**src/rtl/picosoc_timer.sv**
```systemverilog
// -----------------------------------------------------------------------------
// picosoc_timer
// Down-counting timer/interrupt peripheral for the PicoSoC iomem bus.
// The block decodes its own address window (iomem_addr[31:24] == BASE_SEL) and
// answers each transaction with a one-cycle registered ready. When the counter
// expires, the sticky STATUS.EXP flag is set. irq_out is the level interrupt
// STATUS.EXP & CTRL.IRQ_EN.
//
// Register map (offset = iomem_addr[4:2]*4), all writes honour byte strobes:
//   0x00 CTRL      [0]EN [1]AUTO_RELOAD [2]IRQ_EN
//   0x04 PRESCALE  [PRESCALE_W-1:0]
//   0x08 RELOAD    [31:0]
//   0x0C COUNT     [31:0]  (a write loads the counter)
//   0x10 STATUS    [0]EXP  (write 1 clears)
//   0x14..0x1C     read 0, writes ignored
//
// Ports:
//   clk          system clock
//   resetn       asynchronous active-low reset
//   iomem_valid  bus request valid
//   iomem_ready  one-cycle acknowledge, the cycle after the request is taken
//   iomem_wstrb  byte write strobes, 4'b0000 = read
//   iomem_addr   byte address
//   iomem_wdata  write data
//   iomem_rdata  read data, valid while iomem_ready = 1
//   irq_out      level interrupt
// -----------------------------------------------------------------------------
module picosoc_timer #(
  parameter logic [7:0] BASE_SEL   = 8'h04,
  parameter int         PRESCALE_W = 16
) (
  input  logic        clk,
  input  logic        resetn,
  input  logic        iomem_valid,
  output logic        iomem_ready,
  input  logic [3:0]  iomem_wstrb,
  input  logic [31:0] iomem_addr,
  input  logic [31:0] iomem_wdata,
  output logic [31:0] iomem_rdata,
  output logic        irq_out
);

  typedef enum logic [2:0] {
    REG_CTRL     = 3'd0,
    REG_PRESCALE = 3'd1,
    REG_RELOAD   = 3'd2,
    REG_COUNT    = 3'd3,
    REG_STATUS   = 3'd4
  } reg_e;

  // Replace only the bytes whose strobe is set.
  function automatic logic [31:0] merge_bytes(input logic [31:0] old_v,
                                              input logic [31:0] new_v,
                                              input logic [3:0]  strb);
    logic [31:0] res;
    res = old_v;
    for (int b = 0; b < 4; b++) begin
      if (strb[b]) res[b*8 +: 8] = new_v[b*8 +: 8];
    end
    return res;
  endfunction

  // Architectural state
  logic                  r_en;
  logic                  r_auto;
  logic                  r_irq_en;
  logic [PRESCALE_W-1:0] r_prescale;
  logic [PRESCALE_W-1:0] r_pcnt;
  logic [31:0]           r_reload;
  logic [31:0]           r_count;
  logic                  r_exp;
  logic                  r_ready;
  logic [31:0]           r_rdata;

  // Bus decode
  logic        w_sel;
  logic        w_wr;
  reg_e        w_reg;
  logic        w_wr_ctrl;
  logic        w_wr_pre;
  logic        w_wr_reload;
  logic        w_wr_count;
  logic        w_wr_status;
  logic [31:0] w_pre_merged;
  logic [31:0] w_rd_mux;

  // Timer events
  logic        w_tick;
  logic        w_expire;

  // The !r_ready term makes every request take two cycles: the request cycle
  // and the acknowledge cycle, during which the same request is ignored.
  assign w_sel = iomem_valid && (iomem_addr[31:24] == BASE_SEL) && !r_ready;
  assign w_wr  = w_sel && (iomem_wstrb != 4'b0000);
  assign w_reg = reg_e'(iomem_addr[4:2]);

  // CTRL and STATUS only have bits in byte 0, so only that strobe matters.
  assign w_wr_ctrl    = w_wr && (w_reg == REG_CTRL) && iomem_wstrb[0];
  assign w_wr_pre     = w_wr && (w_reg == REG_PRESCALE);
  assign w_wr_reload  = w_wr && (w_reg == REG_RELOAD);
  assign w_wr_count   = w_wr && (w_reg == REG_COUNT);
  assign w_wr_status  = w_wr && (w_reg == REG_STATUS) && iomem_wstrb[0] && iomem_wdata[0];
  assign w_pre_merged = merge_bytes(32'(r_prescale), iomem_wdata, iomem_wstrb);

  assign w_tick   = r_en && (r_pcnt == r_prescale);
  // A bus write to COUNT in the same cycle overrides the tick entirely,
  // including any expiry it would have caused.
  assign w_expire = w_tick && (r_count == 32'd0) && !w_wr_count;

  // NOTE: every output of an always_comb gets a default first, so no path
  // leaves it unassigned and no latch is inferred.
  always_comb begin
    w_rd_mux = 32'd0;
    case (w_reg)
      REG_CTRL:     w_rd_mux = {29'd0, r_irq_en, r_auto, r_en};
      REG_PRESCALE: w_rd_mux = 32'(r_prescale);
      REG_RELOAD:   w_rd_mux = r_reload;
      REG_COUNT:    w_rd_mux = r_count;
      REG_STATUS:   w_rd_mux = {31'd0, r_exp};
      default:      w_rd_mux = 32'd0;
    endcase
  end

  // NOTE: sequential state uses non-blocking assignments, so every right-hand
  // side below sees the pre-edge value regardless of statement order.
  always_ff @(posedge clk or negedge resetn) begin
    if (!resetn) begin
      r_en       <= 1'b0;
      r_auto     <= 1'b0;
      r_irq_en   <= 1'b0;
      r_prescale <= '0;
      r_pcnt     <= '0;
      r_reload   <= 32'd0;
      r_count    <= 32'd0;
      r_exp      <= 1'b0;
      r_ready    <= 1'b0;
      r_rdata    <= 32'd0;
    end else begin
      r_ready <= w_sel;
      // Read data is captured in the request cycle, so a write returns the
      // value the register held before the write.
      if (w_sel) r_rdata <= w_rd_mux;

      // Prescaler: restart on disable, on any PRESCALE write, and after each tick.
      if (!r_en || w_wr_pre || w_tick) r_pcnt <= '0;
      else                             r_pcnt <= r_pcnt + PRESCALE_W'(1);

      if (w_wr_pre)    r_prescale <= w_pre_merged[PRESCALE_W-1:0];
      if (w_wr_reload) r_reload   <= merge_bytes(r_reload, iomem_wdata, iomem_wstrb);

      // Counter: a reload uses the pre-edge RELOAD, so a RELOAD write in the
      // same cycle only takes effect for the following period.
      if (w_wr_count) begin
        r_count <= merge_bytes(r_count, iomem_wdata, iomem_wstrb);
      end else if (w_tick) begin
        if (r_count != 32'd0) r_count <= r_count - 32'd1;
        else if (r_auto)      r_count <= r_reload;
      end

      // A CTRL write wins over the one-shot self-disable.
      if (w_wr_ctrl) begin
        {r_irq_en, r_auto, r_en} <= iomem_wdata[2:0];
      end else if (w_expire && !r_auto) begin
        r_en <= 1'b0;
      end

      // Setting the flag wins over a simultaneous clear.
      if (w_expire)         r_exp <= 1'b1;
      else if (w_wr_status) r_exp <= 1'b0;
    end
  end

  assign iomem_ready = r_ready;
  assign iomem_rdata = r_rdata;
  assign irq_out     = r_exp & r_irq_en;

endmodule
```
**config.mk**
```make
export PLATFORM = sky130hd
export DESIGN_NAME = picosoc_timer
export DESIGN_NICKNAME = d
export VERILOG_FILES = /design/src/rtl/picosoc_timer.sv
export SDC_FILE = /design/constraint.sdc
export NUM_CORES = 1
export LEC_CHECK = 0
export ABC_AREA = 1
export BUFFER_PORTS_ARGS = -buffer_cell sky130_fd_sc_hd__clkbuf_2
export CAP_MARGIN = 10
export CORE_UTILIZATION = 25
export DETAILED_ROUTE_END_ITERATION = 6
export GPL_ROUTABILITY_DRIVEN = 0
export PLACE_DENSITY_LB_ADDON = 0.3
export SLEW_MARGIN = 20
export SYNTH_ARGS = -nofsm -noshare
export SYNTH_HDL_FRONTEND = slang
export SYNTH_SLANG_ARGS = --single-unit
```
**constraint.sdc**
```tcl
create_clock -name clk -period 4.7 [get_ports clk]
set_clock_uncertainty 0.1 [all_clocks]
set_input_delay 0.94 -clock clk [delete_from_list [all_inputs] [get_ports clk]]
set_output_delay 0.94 -clock clk [all_outputs]
set_load 0.1 [all_outputs]
```
# Yosys cells after proc, flatten, opt, wreduce, memory -nomap -nowiden

Index checks and enable logic that the tools add are counted.

Input bits: 71
Register bits: 133
Word-level logic and storage cells: 83
Output and inout bits: 34

Muxes and demuxes: 14
Reduce and logical (&&, ||, !) cells: 39
Add/sub/neg operators: 2
Equal/unequal tests: 10
Bitwise logic cells: 1

Operators with widths:

| cell                    | count |
|---|---|
| $pmux W32 S5            | 1 |
| $mux W32                | 4 |
| $logic_not A32 Y1       | 1 |
| $mux W8                 | 4 |
| $reduce_bool A32 Y1     | 1 |
| $sub A32 B1 Y32 const B | 1 |
| $add A16 B1 Y16 const B | 1 |
| $eq A16 B16 Y1          | 1 |
| $mux W16                | 1 |
| $logic_and A1 B1 Y1     | 15 |
| $reduce_and A2 Y1       | 6 |
| $reduce_and A3 Y1       | 4 |
| $eq A8 B3 Y1 const B    | 1 |
| $ne A2 B2 Y1 const B    | 4 |
| $eq A3 B2 Y1 const B    | 2 |
| $reduce_bool A2 Y1      | 3 |
| $logic_not A1 Y1        | 4 |
| $mux W1                 | 4 |
| $reduce_bool A4 Y1      | 1 |
| $eq A3 B1 Y1 const B    | 1 |
| $eq A3 B3 Y1 const B    | 1 |
| $logic_not A3 Y1        | 1 |
| $reduce_bool A3 Y1      | 1 |
| $logic_or A1 B1 Y1      | 2 |
| $and A1 B1 Y1           | 1 |

# Logic depth before layout (Yosys ltp)

Depth after elaboration: 10
Gate-level depth with buffers: 14

# Worst setup path before layout

OpenSTA, ideal clock, no wires.

Kind: input -> register
Start: input port iomem_addr[31]
End: register r_reload[14]
Cell stages on the path: 9
Required time: 4482 ps
Arrival time: 2333 ps
Library setup time: 118 ps
Slack: 2149 ps
Path buffers: 1
Cells stage by stage: nor2_1 > nand3_1 > nor2_4 > nand2_2 > nor4_4 > nand2_4 > buf_6 > nand2_1 > o21ai_2

Longest elaborated chain between the ends: 6

RTL lines:

| what                               | line | text |
|---|---|---|
| start: declaration                 | 37   | `input logic [31:0] iomem_addr,` |
| $eq A8 B3 Y1                       | 93   | `assign w_sel = iomem_valid && (iomem_addr[31:24] == BASE_SEL) && !r_ready;` |
| $logic_and A1 B1 Y1 (2 in a row)   | 93   |  |
| via w_sel                          | 76   | `logic w_sel;` |
| $logic_and A1 B1 Y1                | 94   | `assign w_wr = w_sel && (iomem_wstrb != 4'b0000);` |
| $logic_and A1 B1 Y1                | 100  | `assign w_wr_reload = w_wr && (w_reg == REG_RELOAD);` |
| $reduce_and A2 Y1 (no source line) | -    |  |
| end signal: assignment             | 149  | `if (w_wr_reload) r_reload <= merge_bytes(r_reload, iomem_wdata, iomem_wstrb);` |
| end: declaration                   | 69   | `logic [31:0] r_reload;` |

The timed path passes the listed nets, and every way through them passes these cells.
A chain may end at the register's enable or synchronous reset.

# Worst setup path after layout

Start: input port iomem_addr[4]
End: register r_count[30]

Longest elaborated chain between the ends: 4
Elaborated cells on any way between the ends: 7
Those cells by class: eq/ne (2); mux (1); reduce/logical (4)

RTL lines:

| what                                                        | line | text |
|---|---|---|
| $eq A3 B2 Y1 *                                              | 101  | `assign w_wr_count = w_wr && (w_reg == REG_COUNT);` |
| $logic_and A1 B1 Y1 *                                       | 101  |  |
| $ne A2 B2 Y1 (no source line), or another cell as far along | -    |  |
| $reduce_and A3 Y1 (no source line)                          | -    |  |
| end signal: assignment                                      | 154  | `r_count <= merge_bytes(r_count, iomem_wdata, iomem_wstrb);` |
| end signal: assignment                                      | 156  | `if (r_count != 32'd0) r_count <= r_count - 32'd1;` |
| end signal: assignment                                      | 157  | `else if (r_auto) r_count <= r_reload;` |
| end: declaration                                            | 70   | `logic [31:0] r_count;` |

Mark *: on every way between the ends. The rest lies on a longest branch, timed or not.

==> metrics.md <==
| Metric | Value |
|---|---|
| CTS tree | built |
| Register area share after synthesis | 0.404 |
| Top Family by Delay on Critical Path | simple AND/OR/NAND/NOR gates |
| Via count | 8166 |
| RR Startpoint | r_count[0]$_DFFE_PN0P_ |
| GRT Total Usage | 0.171 |
| Final period utilization | 0.661 |
| CTS Hold Bufs | 0 |
| Clk_lat worst skew | 0.43 ns |
| Die area | 0.0337 sq mm |
| Crit start category | primary input |
| Outcome | completed |
| Worst IR Drop VDD | 0.000254 V |
| N_diodes | 0 |
| Fin cells | about 1800 |
| GRT Residual Overflow | 0 |
| CTS H-Tree Depth | 4 |
| Worst Setup SP | iomem_addr[4] |
| Final TNS setup | 0 ns |
| Most frequent cells in the layout | nand2_1, inv_1, nor2_1 |
| Nets | roughly 1400 |
| Most common cell after layout, fill and taps aside | nand2_1 |
| Finished Core Util | 0.299 |
| Reg2reg setup slack | between 2 and 2.5 ns |
| F_max | 0.322 GHz |
| Final Max Tran Viols | 0 |
| Core ar. | 0.0325 sq mm |
| Initial Util | 0.254 |
| FP Rows | 66 |
| Root buffer cell | clkbuf_16 |
| Netlist Area Pre-Place | approximately 0.0082 sq mm |
| Worst Path Max Fanout | 16 |
| Worst Path Required | 4.96 ns |
| Final Setup Violations | 0 |
| Type of the worst setup path | in -> reg |
| Port bufs | between 80 and 90 |
| Sequential Power Share | 0.455 |
| WP data arrival | 3.37 ns |
| Min Clock Period, post-route | ~3.1 ns |
| Routed Antenna Nets | 0 |
| Post-Place Cells | 1735 |
| Fin. Hold Viols | 0 |
| Hold Path Stages | 2 |
| Total power | ~2.6 mW |
| Post-cts resize count | 0 |
| CP Capture Type | flip-flop |
| Crit-path slowest cell | nand4_2 |
| Die span in y | 184 um |
| Residual DRC count | 0 |
| Drt via density | 4.62 |
| Ports | 105 |
| Worst hold path startpoint | iomem_rdata[22]$_DFFE_PN0N_ |
| Register Area | 0.00333 sq mm |
| Initial antenna violation count | 1 |
| Area grow syn2layout | 17.7% |
| Relative slew slack | 0.242 |
| Worst Hold Class | reg -> reg |
| CP bufs+invs | 4 |
| CTS Buffer Depth | 2 |
| Wire per inst | 15.7 um |
| Post-synthesis register bit count | 133 |
| Slew of the pin with the lowest slew margin | 1.13 ns |
| Vias in the first global route | 7846 |
| Internal | 1.87 mW |
| Largest net degree at the start of global routing | 91 |
| Die X | 184 um |
| Sw Share | 0.269 |
| Worst r2r path cells | 11 |
| CTS Buf Count | 17 |
| Hold endpoint | iomem_rdata[22]$_DFFE_PN0N_ |
| Postcts setup bufs | 0 |
| WL final | 27700 um |
| Clk pwr share | 0.487 |
| CTS sink count | 133 |
| Net Count, Synth | about 1300 |
| Syn Inst Count | 1230 |
| Syn avg cell area | 6.70 sq um |
| Pwr/cell area | 265 mW/mm^2 |
| Post-detail-place hpwl | between 20000 and 25000 um |
| First-pass GRT wire length | about 44000 um |
| Pleak | 4.91 nW |
| First-pass DRT Iterations | 6 |
| RSZ-0062 raised after global routing | false |
| Multi-input gate area | 0.00423 sq mm |
| Net Sw Power | 691 uW |
| Crit-path max cell delay | 0.42 ns |
| Comb pwr share | 0.059 |
| Initial DRC Count | slightly below 600 |
| R2R Path End | r_count[30]$_DFFE_PN0P_ |
| Share of cells above drive strength 1 | 0.122 |
| Critical path cell sequence | clkbuf_2 > inv_1 > nand3_2 > inv_2 > nand4_2 > nand3_2 > inv_1 > nor2_2 > nand2_1 > nand2_1 |
| Max_cap viols | 0 |
| FILL cells | 3573 |
| Clk slew on worst S/H paths | 0.06 ns |
| Post-synthesis cell type count | 36 |
| Yosys warns | 0 |
[cells by family after synthesis]
| family | count (synthesis) | synth area share |
|---|---|---|
| compound gates | 139 | 0.103 |
| simple gates | 771 | 0.394 |
| flops | 133 | 0.404 |
| fa+ha+maj | 3 | 0.00456 |
| buf+inv | 174 | 0.0830 |
| xor+xnor | 10 | 0.0106 |
[worst max-delay path by stage]
stage	endpoint	slack (ns)	depth (start not counted)
floorplan	r_reload[14]$_DFFE_PN0P_	2.15	9
global placement	r_count[17]$_DFFE_PN0P_	1.22	10
detailed placement	r_count[17]$_DFFE_PN0P_	1.20	10
CTS	r_count[30]$_DFFE_PN0P_	1.64	10
global route	r_count[19]$_DFFE_PN0P_	1.36	10
finish	r_count[30]$_DFFE_PN0P_	1.59	10
[area by class of cell]
type | instances | area share
multi-input combinational | 923 | 0.437
clock buffer | 19 | 0.0447
timing repair buffer | 95 | 0.0528
sequential | 133 | 0.343
inverter | 142 | 0.0550
clock inverter | 13 | 0.0107
tap | 442 | 0.0570
[state kept, by name, summed over array words and instances (netlist names)]
| name | cells |
|---|---|
| iomem_rdata | 32 |
| r_count | 32 |
| r_reload | 32 |
| r_pcnt | 16 |
| r_prescale | 16 |
| iomem_ready | 1 |
| r_auto | 1 |
| r_en | 1 |
| r_exp | 1 |
| r_irq_en | 1 |
[synthesized netlist by cell type]
library cell | number | share of area
nand2_1 | 448 | 0.20
inv_1 | 140 | 0.064
nor2_1 | 138 | 0.063
dfrtp_1 | 133 | 0.40
nand3_1 | 124 | 0.075
o21ai_0 | 74 | 0.045
nand4_1 | 22 | 0.017
clkbuf_1 | 19 | 0.0087
a22oi_1 | 16 | 0.015
o21ai_2 | 16 | 0.017
nor3_1 | 14 | 0.0085
a21oi_1 | 11 | 0.0067
xor2_1 | 10 | 0.011
a221oi_1 | 9 | 0.0096
o22ai_1 | 8 | 0.0061
buf_2 | 6 | 0.0036
nand3b_1 | 5 | 0.0046
nor2_2 | 5 | 0.0038
buf_1 | 3 | 0.0014
ha_1 | 3 | 0.0046
nand2_2 | 3 | 0.0023
buf_4 | 2 | 0.0018
buf_6 | 2 | 0.0027
inv_2 | 2 | 0.00091
nand2_4 | 2 | 0.0027
nand3_2 | 2 | 0.0024
nand4_2 | 2 | 0.0030
nor3b_1 | 2 | 0.0018
o211ai_1 | 2 | 0.0018
a311oi_1 | 1 | 0.0011
and2_1 | 1 | 0.00076
nand3b_2 | 1 | 0.0014
nor2_4 | 1 | 0.0014
nor4_4 | 1 | 0.0026
o21ai_1 | 1 | 0.00061
o31ai_1 | 1 | 0.00091
[stage by stage]
stage	instance area, sq um	hold WS, ns	setup WS [ns]
after CTS	9700	0.388	1.64
after detailed placement	9160	0.372	1.20
final	9700	0.380	1.59
after global routing	9700	0.412	1.36
after global placement	9160	0.364	1.22
after floorplan	8240	0.364	2.15
[routing by layer]
layer | track usage | part of all wire
met1 | 0.231 | 0.47
met4 | 0.0540 | 0.020
met2 | 0.279 | 0.46
met3 | 0.0273 | 0.044
met5 | 0 | 0.00047
[worst register-to-register path, stage by stage (launching register included)]
cell	delay [ns]
dfrtp_1	0.40
inv_1	0.20
ha_1	0.35
nand2_1	0.17
nor2_1	0.44
nand2_1	0.19
o21ai_0	0.19
nand3_1	0.15
nand3_1	0.11
nand2_1	0.06
nand2_1	0.06
nand2_1	0.04
[power by group through the flow]
stage	Combinational (mW)	Clock, mW	Sequential, mW
after CTS	0.153	1.27	1.17
after floorplan	0.0634	0	1.19
after detailed placement	0.152	0	1.19
after global routing	0.171	1.32	1.17
final	0.151	1.25	1.17
after global placement	0.151	0	1.19
Note: power is estimated with default switching activity, not from simulation.
